<file path="src/rtl/echo_capture.sv">
// echo_capture: trigger-gated ADC frame capture feeding a 16-entry first-word-fall-through FIFO.
// Frames carry sof/eof markers; FIFO overflow and triggers arriving while busy raise sticky flags.
module echo_capture #(
   parameter int DATA_W = 10,
   parameter int LEN_W  = 12
) (
   input  logic              i_clk100M,
   input  logic              rst,
   input  logic              en,
   input  logic              trig,
   input  logic [19:0]       delay,
   input  logic [LEN_W-1:0]  length,
   input  logic [DATA_W-1:0] adc_data,
   output logic [DATA_W-1:0] o_data,
   output logic              o_valid,
   input  logic              o_ready,
   output logic              o_sof,
   output logic              o_eof,
   output logic              busy,
   output logic              ovf,
   output logic              miss,
   output logic [15:0]       frame_cnt
);
   localparam int DEPTH   = 16;
   localparam int AW      = 4;
   localparam int CW      = AW + 1;
   localparam int ENTRY_W = DATA_W + 2;

   typedef enum logic [1:0] {IDLE, DELAY, CAPTURE} state_t;

   state_t             state_q, state_d;
   logic               trig_prev_q, trig_prev_d;
   logic [19:0]        dcnt_q, dcnt_d;
   logic [LEN_W-1:0]   lcnt_q, lcnt_d;
   logic               first_q, first_d;
   logic               ovf_q, ovf_d;
   logic               miss_q, miss_d;
   logic [15:0]        frame_cnt_q, frame_cnt_d;
   logic [AW-1:0]      wr_ptr_q, wr_ptr_d;
   logic [AW-1:0]      rd_ptr_q, rd_ptr_d;
   logic [CW-1:0]      count_q, count_d;
   logic [ENTRY_W-1:0] mem_q [DEPTH];

   logic               trig_edge;
   logic               last_sample;
   logic               wr_req;
   logic               wr_en;
   logic               rd_fire;
   logic               full;
   logic               fifo_drop;
   logic [ENTRY_W-1:0] wr_entry;
   logic [ENTRY_W-1:0] head;

   assign trig_edge   = trig & ~trig_prev_q & en;
   assign last_sample = (lcnt_q == LEN_W'(1));

   always_ff @(posedge i_clk100M or posedge rst) begin
      if (rst) begin
         state_q     <= IDLE;
         trig_prev_q <= 1'b1;
         dcnt_q      <= '0;
         lcnt_q      <= '0;
         first_q     <= 1'b0;
         ovf_q       <= 1'b0;
         miss_q      <= 1'b0;
         frame_cnt_q <= '0;
         wr_ptr_q    <= '0;
         rd_ptr_q    <= '0;
         count_q     <= '0;
      end else begin
         state_q     <= state_d;
         trig_prev_q <= trig_prev_d;
         dcnt_q      <= dcnt_d;
         lcnt_q      <= lcnt_d;
         first_q     <= first_d;
         ovf_q       <= ovf_d;
         miss_q      <= miss_d;
         frame_cnt_q <= frame_cnt_d;
         wr_ptr_q    <= wr_ptr_d;
         rd_ptr_q    <= rd_ptr_d;
         count_q     <= count_d;
      end
   end

   always_comb begin
      state_d = state_q;
      if (!en) begin
         state_d = IDLE;
      end else begin
         case (state_q)
            IDLE: begin
               if (trig_edge && (length != '0))
                  state_d = (delay == 20'd0) ? CAPTURE : DELAY;
            end
            DELAY: begin
               if (dcnt_q == 20'd1)
                  state_d = CAPTURE;
            end
            CAPTURE: begin
               if (last_sample)
                  state_d = IDLE;
            end
            default: state_d = IDLE;
         endcase
      end
   end

   always_comb begin
      trig_prev_d = trig;
      dcnt_d      = dcnt_q;
      lcnt_d      = lcnt_q;
      first_d     = first_q;
      ovf_d       = ovf_q;
      miss_d      = miss_q;
      frame_cnt_d = frame_cnt_q;
      wr_req      = 1'b0;
      if (en) begin
         case (state_q)
            IDLE: begin
               if (trig_edge) begin
                  dcnt_d  = delay;
                  lcnt_d  = length;
                  first_d = 1'b1;
                  // A zero-length frame is complete the moment its edge is accepted.
                  if (length == '0)
                     frame_cnt_d = frame_cnt_q + 16'd1;
               end
            end
            DELAY: begin
               dcnt_d = dcnt_q - 20'd1;
               if (trig_edge)
                  miss_d = 1'b1;
            end
            CAPTURE: begin
               wr_req  = 1'b1;
               lcnt_d  = lcnt_q - LEN_W'(1);
               first_d = 1'b0;
               if (last_sample)
                  frame_cnt_d = frame_cnt_q + 16'd1;
               if (trig_edge)
                  miss_d = 1'b1;
            end
            default: ;
         endcase
         if (fifo_drop)
            ovf_d = 1'b1;
      end else begin
         ovf_d  = 1'b0;
         miss_d = 1'b0;
      end
   end

   assign full      = (count_q == CW'(DEPTH));
   assign rd_fire   = o_valid & o_ready;
   // A full FIFO still accepts a write when the head leaves in the same cycle.
   assign wr_en     = wr_req & (~full | rd_fire);
   assign fifo_drop = wr_req & full & ~rd_fire;
   assign wr_entry  = {adc_data, first_q, last_sample};

   always_comb begin
      wr_ptr_d = wr_ptr_q + AW'(wr_en);
      rd_ptr_d = rd_ptr_q + AW'(rd_fire);
      count_d  = count_q + CW'(wr_en) - CW'(rd_fire);
      if (!en) begin
         wr_ptr_d = '0;
         rd_ptr_d = '0;
         count_d  = '0;
      end
   end

   generate
      for (genvar gi = 0; gi < DEPTH; gi++) begin : g_mem
         always_ff @(posedge i_clk100M) begin
            if (wr_en && (wr_ptr_q == AW'(gi)))
               mem_q[gi] <= wr_entry;
         end
      end
   endgenerate

   // Head is read asynchronously so a write into an empty FIFO shows one clock later.
   assign head      = mem_q[rd_ptr_q];
   assign o_valid   = (count_q != '0);
   assign o_data    = o_valid ? head[ENTRY_W-1:2] : '0;
   assign o_sof     = o_valid & head[1];
   assign o_eof     = o_valid & head[0];
   assign busy      = (state_q != IDLE);
   assign ovf       = ovf_q;
   assign miss      = miss_q;
   assign frame_cnt = frame_cnt_q;

endmodule

</file>
<file path="config.mk">
export PLATFORM = sky130hd
export DESIGN_NAME = echo_capture
export DESIGN_NICKNAME = d
export VERILOG_FILES = /design/src/rtl/echo_capture.sv
export SDC_FILE = /design/constraint.sdc
export NUM_CORES = 1
export LEC_CHECK = 0
export CAP_MARGIN = 10
export CORE_MARGIN = 8
export CORE_UTILIZATION = 40
export CTS_CLUSTER_SIZE = 14
export DETAILED_ROUTE_END_ITERATION = 8
export PLACE_DENSITY = 0.65
export RECOVER_POWER = 100
export REMOVE_ABC_BUFFERS = 1
export SYNTH_ARGS = -nofsm -noshare
export SYNTH_HDL_FRONTEND = slang
export SYNTH_SLANG_ARGS = --single-unit
</file>
<file path="constraint.sdc">
create_clock -name i_clk100M -period 3.5 [get_ports i_clk100M]
set_input_delay 0.875 -clock i_clk100M [delete_from_list [all_inputs] [get_ports i_clk100M]]
set_output_delay 0.875 -clock i_clk100M [all_outputs]
set_load 0.02 [all_outputs]
</file>
==> results by group <==
Global routing
  – Grt ovf: 0
  – Number of global-route vias before repair: 6,994
  – First-pass GRT wire length: about 40,000 microns
  – Largest net degree at the start of global routing: 59
  – GRT Util Overall: 15.10%
  – Initial antenna violation count: 0
  – Grt met1 use: 21.17%
  – Global-route track usage on met3: 3.032%
  – Grt met2 use: 23.47%
  – GR peak layer: met2

Place
  – Pre-CTS setup slack: roughly 140 ps
  – Routability Congestion: 0.7993
  – PortBufs: 78
  – Post-DP HPWL: 16,250 microns
  – Placed cells: approximately 1,200

Worst setup path
  – Top cell by count, worst path: mux4_2
  – Slowest stage delay, CP: 520 ps
  – Slowest cell on crit path: mux4_2
  – Critical Path End Type: primary output
  – Cell Chain, Critical Path: buf_4 > buf_12 > mux4_2 > mux4_2 > nor2b_1 > buf_2
  – WP data arrival: 2560 ps
  – Setup crit start kind: register
  – Critical path peak fanout: 8
  – Worst Path Buf+Inv: 3
  – Cell family with most CP delay: multiplexers
  – Worst Path Required: around 2600 ps
  – CP Class: reg -> out

Final layout
  – Util after Layout: 49.18%
  – Finished Layout Cells: 1,270
  – Antenna Cells: 0
  – Area Overhead vs Synth: 20.78%
  – Final nets: 937
  – Layout cells sized above 1: roughly 17%

Floorplanning
  – Row cnt: 61
  – Starting Density: roughly 41%
  – Core box area: 27,860 sq um
  – Die Wd: ~180 microns
  – # IOs: slightly below 80
  – Die span in y: ~180 microns
  – Die area: about 34,000 sq um

Drt
  – DRT antenna net count: 0
  – DRT Pass-1 Iters: 5
  – Vias/cell: about 5.5
  – Routed length per instance: 20.27 microns
  – Final WL: 25,750 microns
  – Via count: between 7,000 and 8,000
  – Starting DRT DRC Count: 541
  – Drt drc: 0

Job
  – Max_cap viols: 0

Synth
  – Synth top area cells: edfxtp_1 (51%), dfrtp_1 (15%), mux4_2 (11%)
  – Synthesized flop and latch total: 259
  – Mapped cell area: roughly 11,000 sq um
  – Synth top cells by count: edfxtp_1 (192), dfrtp_1 (66), nor2_1 (56)
  – Netlist cell types: 57
  – Most common cell in the netlist: edfxtp_1
  – Number of flops mapped to enable cells by yosys: 192
  – Area share of the largest cell type after synthesis: 50.83%
  – Sequential area share after synthesis: 65.63%
  – Cell count after synthesis: 755
  – Ys async rst share: 25.87%
  – Ys Warns: 0
  – Syn Area/Cell: 15.02 sq um
  – Top FF cell, synth: edfxtp_1
  – Synth area leader: edfxtp_1

Timing
  – Worst Max-Slew Pin Slew: between 1000 and 1500 ps
  – Pins Over Slew Limit: 0
  – Final Cycle Share: a little over nine tenths
  – Unrepaired setup endpoints after global routing: false
  – Fmax: 290.7 MHz
  – Fin Setup TNS: 0 ps
  – Final Hold Vio Count: 0
  – Setup violators final: 0
  – Final WS setup: 60.06 ps
  – Post-layout min period: 3440 ps
  – Skew final: 12.46 ps
  – Relative slew slack: ~15%

Run status
  – Run status: finished, final reports clean

Clocking
  – CTS Buf Count: 27
  – TritonCTS clock tree: done
  – CTS root buf: clkbuf_16
  – Clk sink count: 259
  – Worst-path clk slew: 60 ps
  – Clock Tree Buf Depth: 3
  – Hold Buf Count CTS: 0
  – Worst-Skew Late Latency: 550 ps
  – H-Tree Depth: 1

Hold path
  – Hold crit path type: reg -> reg

Power
  – PwrDens: 698.8 nW/um^2
  – Psw: 2.888 mW
  – Clk pwr share: 31.2%
  – P_leak: 4.761 nW
  – Sw Share: between 30% and 40%
  – Maximum VDD drop: 0.3790 mV
  – Logic pwr share: 27.5%
  – Overall power: 9.573 mW
  – Flop pwr share: 41.3%
  – P_int: 6.684 mW
[worst register-to-register path, delay by kind of cell, from the launching register on]
kind	cells	cell delay (ps)
xor+xnor	1	180
fa+ha+maj	1	180
buf+inv	4	1700
flops	1	380
compound gates	1	120
simple gates	2	560
[cell type report]
class | instances | area (sq um)
fill | 2352 | 14160
sequential | 259 | 7448
multi-input combinational | 435 | 3686
timing repair buffer | 124 | 1072
clock buffer | 30 | 686.9
tap | 378 | 473.0
clock inverter | 20 | 242.7
inverter | 24 | 90.09
[cell families (layout without fill, tap and decap cells)]
family                     count (synthesis)  in the layout  share of synthesized area (%)
AOI/OAI and AO/OA                        120            120                          7.060
muxes                                     65             65                          11.69
and+or+nand+nor                          209            209                          9.619
adders and majority gates                 19             19                          2.162
xor gates and xnor gates                  22             22                          1.699
buffers and inverters                     61            198                          2.140
DFF                                      259            259                          65.63
[path summary, 6_finish.rpt]
path | startpoint | endpoint | slack (ps) | cells after the start
worst min-delay path | frame_cnt[15] | frame_cnt[15] | 480 | 1
worst max-delay path | rd_ptr_q[0] | o_data[5] | 60 | 6
worst min register to register | frame_cnt[15] | frame_cnt[15] | 480 | 1
worst max register to register | state_q[0] | frame_cnt[10] | 300 | 9
max in group asynchronous | rst | rd_ptr_q[0] | 720 | 3
min in group asynchronous | rst | dcnt_q[3] | 1030 | 2
[layout by cell type, fill, tap and decap left out, types with 21 or more instances in the layout]
master / instances
dlygate4sd3_1: 32
clkdlybuf4s50_1: 33
mux4_2: 54
clkbuf_16: 27
nand2_1: 37
inv_1: 24
nor2_1: 56
nor3_1: 21
a21oi_1: 36
clkbuf_1: 26
dfrtp_1: 64
edfxtp_1: 192
[routing by layer]
layer	routed length [microns]	share of wire, %
met3	1508	5.9
met1	11710	45
met4	768	3.0
met5	0	0
met2	11760	46
[sequential cells by signal, indices dropped and copies added (netlist names)]
register     cells
state_q          2
trig_prev_q      1
miss             1
ovf              1
first_q          1
mem_q          192
wr_ptr_q         4
lcnt_q          12
count_q          5
frame_cnt       16
rd_ptr_q         4
dcnt_q          20
[per-stage QoR]
step | cell area [sq um] | hold WS, ps
floorplan | 11190 | 465.3
global placement | 12880 | 462.4
detailed placement | 12880 | 470.1
CTS | 13820 | 489.4
global route | 13700 | 507.6
finish | 13700 | 483.1
[what timing repair did]
item                                    4_1_cts  5_1_grt
gates resized for setup                      48        6
hold endpoints to repair                      0        0
endpoints found under the setup margin       13        4
pin swaps                                     0        0
buffers inserted                              5        0
[power groups by stage]
stage | Clock [mW] | Sequential, mW | Combinational (mW)
after floorplan | 0 | 4.05 | 1.69
final | 2.99 | 3.95 | 2.63
after CTS | 3.06 | 3.95 | 2.70
after detailed placement | 0 | 4.03 | 2.69
after global placement | 0 | 4.02 | 2.63
after global routing | 3.17 | 4.00 | 2.90
Note: power is estimated with default switching activity, not from simulation.
==> RTL edit 1, RTL diff (same settings) <==
One comparison of `count_q` changes from == to >=.
--- a/src/rtl/echo_capture.sv
+++ b/src/rtl/echo_capture.sv
@@ -151,5 +151,5 @@
    end
 
-   assign full      = (count_q == CW'(DEPTH));
+   assign full      = (count_q >= CW'(DEPTH));
    assign rd_fire   = o_valid & o_ready;
    // A full FIFO still accepts a write when the head leaves in the same cycle.
Function: same outputs for any inputs over 4 cycles, from zero or initial values and one cycle with rst high; that may be too few to reach the edited logic, so the function may still have changed.
==> RTL edit 1 against the unedited design <==
  * The run now ends with max-capacitance violations, max-slew violations left
  * Synthesized area down 1.0%
  * Die area shrank 0.95%
  * Fmax fell by 0.51%
  * Sequential cell count did not move
  * Cell count shrank 1.4%
  * Routed wire length shrank 4.0%
  * Total power fell by 7.5%
  * Clock power fell by 13%
  * Setup slack got worse by 17 ps
  * Final area decreased by 1.1%
==> RTL edit 1: results (changes against the unedited design) <==
[pwr]
vdd_ir_drop_max_mv=0.299  ; -21%
powerSeq_mw=3.86  ; -2%
p_int_mw=6.25  ; -6.5%
p_per_area_nw_per_um2=654  ; -6.4%
pg_clk_mw=2.60  ; -13%
power_mw=8.86  ; -7.5%
p_leak_nw=4.70  ; -1.2%

[place]
place_ws_ps=198  ; +57.1 ps
placed_area_um2=12800  ; -0.66%
post-place-cells=1196  ; -1.6%
post-dp-hpwl_um=16100  ; -1.1%
gp_congestion=0.785  ; -1.8%

[cells_and_area]
multiInputGateArea_um2=3570  ; -3.1%
inverters=23  ; -4.2%
buf_share_pct=8.61  ; +0.79 points
fillerInstances=2381  ; +1.2%
clock_area_share_pct=5.93  ; -0.86 points
multi_input_cells=411  ; -5.5%
finalNonFillerCells=1252  ; -1.4%
num-nets-final=920  ; -1.8%
buffers=133  ; +7.3%
drive_above_1_share_pct=16.9  ; -0.22 points
seq_area_share_pct=55.0  ; +0.60 points
clock_buffers=31  ; +3.3%

[clock_tree]
cts_made_buffers=26  ; -3.7%
ctsRootBufferMaster=clkbuf_16
insertion_delay_ps=530  ; -20 ps
cts.sinks=259  ; unchanged

[status]
violations=max-capacitance violations, max-slew violations
status=complete, but fails checks

[global_routing]
grt_pass1_wl_um=39200  ; -2.5%
grt_max_degree=68  ; +15%
grt.total_usage_pct=14.8  ; -0.28 points
antenna_found_initial=1  ; +1
grt_pass1_vias=6826  ; -2.4%

[worst_setup_path]
worstPathMaxFanout=6  ; -2
slowest_delay_ps=500  ; -20 ps
critical_path_arrival_ps=2580  ; +20 ps

[yosys]
synth_compound_area_share_pct=6.14  ; -0.92 points
synth_fa_ha_area_share_pct=2.18  ; +0.023 points
syn_avg_cell_area_um2=15.4  ; +2.6%
synth_xor_area_share_pct=1.72  ; +0.018 points
synth_mux_area_share_pct=12.6  ; +0.89 points
yosys-top-cells-area=edfxtp_1 51%, dfrtp_1 15%, mux4_2 12%
seq_area_frac_synth_pct=66.3  ; +0.69 points
synth_cell_types=57  ; unchanged
synthArstFlopShare_pct=25.9  ; unchanged
synth_commonest_cells=192 x edfxtp_1, 66 x dfrtp_1, 60 x mux4_2, 44 x nor2_1, 38 x a21oi_1

[sta]
skew_ps=11.3  ; -1.15 ps
worst_pin_slew_ps=1730  ; +465 ps
drv_slew=68  ; +68

[route]
vias=6622  ; -5.6%
detail_route.iter0.violations=496  ; -8.3%
wl_per_cell_um=19.7  ; -2.6%

[flow_run]
cap_violations=1  ; +1

[floorplanning]
rows=61  ; unchanged

[RTL edit 1: path summary, 6_finish.rpt]
kind	from	slack [ps]	depth (start not counted)	end
max in group asynchronous	rst	870	3	rd_ptr_q[0]
max	rd_ptr_q[0]	40	6	o_data[5]
min reg2reg	frame_cnt[15]	470	1	frame_cnt[15]
min	frame_cnt[15]	470	1	frame_cnt[15]
min in group asynchronous	rst	1400	3	frame_cnt[1]
max reg2reg	state_q[0]	530	8	frame_cnt[1]
[RTL edit 1: per-layer routing]
layer / global-route usage (%) / vias up / routed length [um] / part of all wire [%]
li1: - / 3094 / - / -
met1: 20.1 / 3330 / 11100 / 45
met4: 3.45 / 2 / 534 / 2.2
met5: 0 / - / 10 / 0.040
met3: 3.60 / 35 / 1390 / 5.6
met2: 23.9 / 161 / 11700 / 47
[RTL edit 1: what timing repair did]
item / in CTS / in global routing
endpoints found under the hold margin: 0 / 0
resized for setup: 49 / 18
setup endpoints to repair: 13 / 12
cloned: 1 / 2
buffers inserted: 4 / 1
==> RTL edit 2, RTL diff (config.mk and constraints unchanged) <==
Made on the original files. Change the localparam `DEPTH` from 16 to 32.
--- a/src/rtl/echo_capture.sv
+++ b/src/rtl/echo_capture.sv
@@ -22,5 +22,5 @@
    output logic [15:0]       frame_cnt
 );
-   localparam int DEPTH   = 16;
+   localparam int DEPTH   = 32;
    localparam int AW      = 4;
    localparam int CW      = AW + 1;
Function: changed (Yosys sat finds a counterexample within 4 cycles, from zero or initial values and one cycle with rst high).
==> RTL edit 2 against the unedited design <==
  * Final area up 0.90%
  * The flow now finishes with violations (max-capacitance violations, max-slew violations)
  * Critical endpoint is now o_data[8]
  * Total power decreased by 4.0%
  * Routed wire length grew 0.35%
  * Synthesized area increased by 0.58%
  * Setup slack worse by 27 ps
  * Sequential cell count did not move
  * Highest routed layer unchanged
  * Combinational power about the same
  * Synthesized cell count decreased by 2.9%
==> RTL edit 2: results (changes against the unedited design) <==
[route]
drt-total-wl_um=25800  ; +0.35%
firstDrtPassIters=6  ; +1
detail_route.iter0.violations=407  ; -25%
wl_per_cell_um=20.4  ; +0.67%
vias=6816  ; -2.8%

[global_routing]
grt_pass1_wl_um=40600  ; +0.89%
grt_use_met2_pct=24.9  ; +1.4 points
grt_use_met3_pct=3.16  ; +0.13 points
grt_use_met1_pct=20.4  ; -0.81 points
grt.total_usage_pct=15.2  ; +0.057 points
grt_max_degree=68  ; +15%
antenna_found_initial=1  ; +1

[status]
status=complete, but fails checks
violations=max-capacitance violations, max-slew violations

[worst_setup_path]
worstPathMaxFanout=5  ; -3
slowest_stage=dfrtp_4
critical_path_arrival_ps=2590  ; +30 ps

[sta]
skew_ps=15.0  ; +2.50 ps
drv_slew=68  ; +68
worst_pin_slew_ps=1720  ; +452 ps

[cells_and_area]
regMostFlops=mem_q
num-nets-final=926  ; -1.2%
drive_above_1_share_pct=18.5  ; +1.3 points
fillerInstances=2482  ; +5.5%

[place]
post-dp-hpwl_um=16400  ; +1.1%
gp_congestion=0.756  ; -5.4%
post-place-cells=1202  ; -1.1%
placed_area_um2=12900  ; +0.47%

[pwr]
switching_share_pct=29.6  ; -0.57 points
vdd_ir_drop_max_mv=0.436  ; +15%
power_frac_seq_pct=42.5  ; +1.2 points
powerSeq_mw=3.90  ; -1%
comb_power_mw=2.64  ; about the same
p_leak_nw=4.80  ; +0.85%

[flow_run]
cap_violations=1  ; +1

[yosys]
synth_commonest_cells=192 x edfxtp_1, 66 x dfrtp_1, 60 x mux4_2, 41 x a21oi_1, 38 x nand2_1
synth_cell_types=71  ; +25%
seq_area_frac_synth_pct=65.2  ; -0.38 points

[floorplanning]
initial_core_util_pct=40.2  ; -0.53 points

[clock_tree]
cts_made_buffers=28  ; +3.7%

[RTL edit 2: cell types whose count changed after synthesis, sizes merged, moves of 5 or more]
cell     delta
and2       +19
nor2       -21
nor3       -11
a2bb2oi     -5
xnor2       +6
mux4        +6
xor2        -6
a21oi       +5
nor2b       -7
[RTL edit 2: what timing repair did]
action | CTS | global route
buffers inserted | 8 | 2
resized for setup | 49 | 39
cloned | 0 | 3
endpoints found under the setup margin | 12 | 12
[RTL edit 2: routing by layer]
layer / wire length, um / up-vias
met5: 0 / -
met4: 647 / 0
met3: 1510 / 44
met2: 12300 / 197
met1: 11300 / 3463
li1: - / 3112
[RTL edit 2: worst paths after layout]
check / start / end / slack (ps) / depth (start not counted)
worst max register to register: count_q[2] / count_q[4] / 470 / 14
worst min-delay path: frame_cnt[15] / frame_cnt[15] / 480 / 1
min in group asynchronous: rst / frame_cnt[0] / 1390 / 3
worst min register to register: frame_cnt[15] / frame_cnt[15] / 480 / 1
worst max-delay path: rd_ptr_q[0] / o_data[8] / 30 / 6
max in group asynchronous: rst / rd_ptr_q[0] / 880 / 3
[RTL edit 2: layout make-up]
cell class	count	share of cell area (%)
clock inverters	15	0.697
flip-flops and latches	259	53.9
multi-input cells	415	26.9
diodes	1	0.0181
clock buffers	36	5.29
repair buffers	134	9.15
inverters	22	0.597
well taps	384	3.48
[RTL edit 2: cell families (layout without fill, tap and decap cells)]
group / Yosys count / after routing / synth area share (%)
other: 0 / 1 / 0
buffers and inverters: 59 / 207 / 2.42
AOI/OAI and AO/OA: 109 / 109 / 5.99
and+or+nand+nor: 196 / 196 / 9.86
adders and majority gates: 19 / 19 / 2.15
muxes: 69 / 69 / 12.6
DFF: 259 / 259 / 65.2
xor gates and xnor gates: 22 / 22 / 1.69
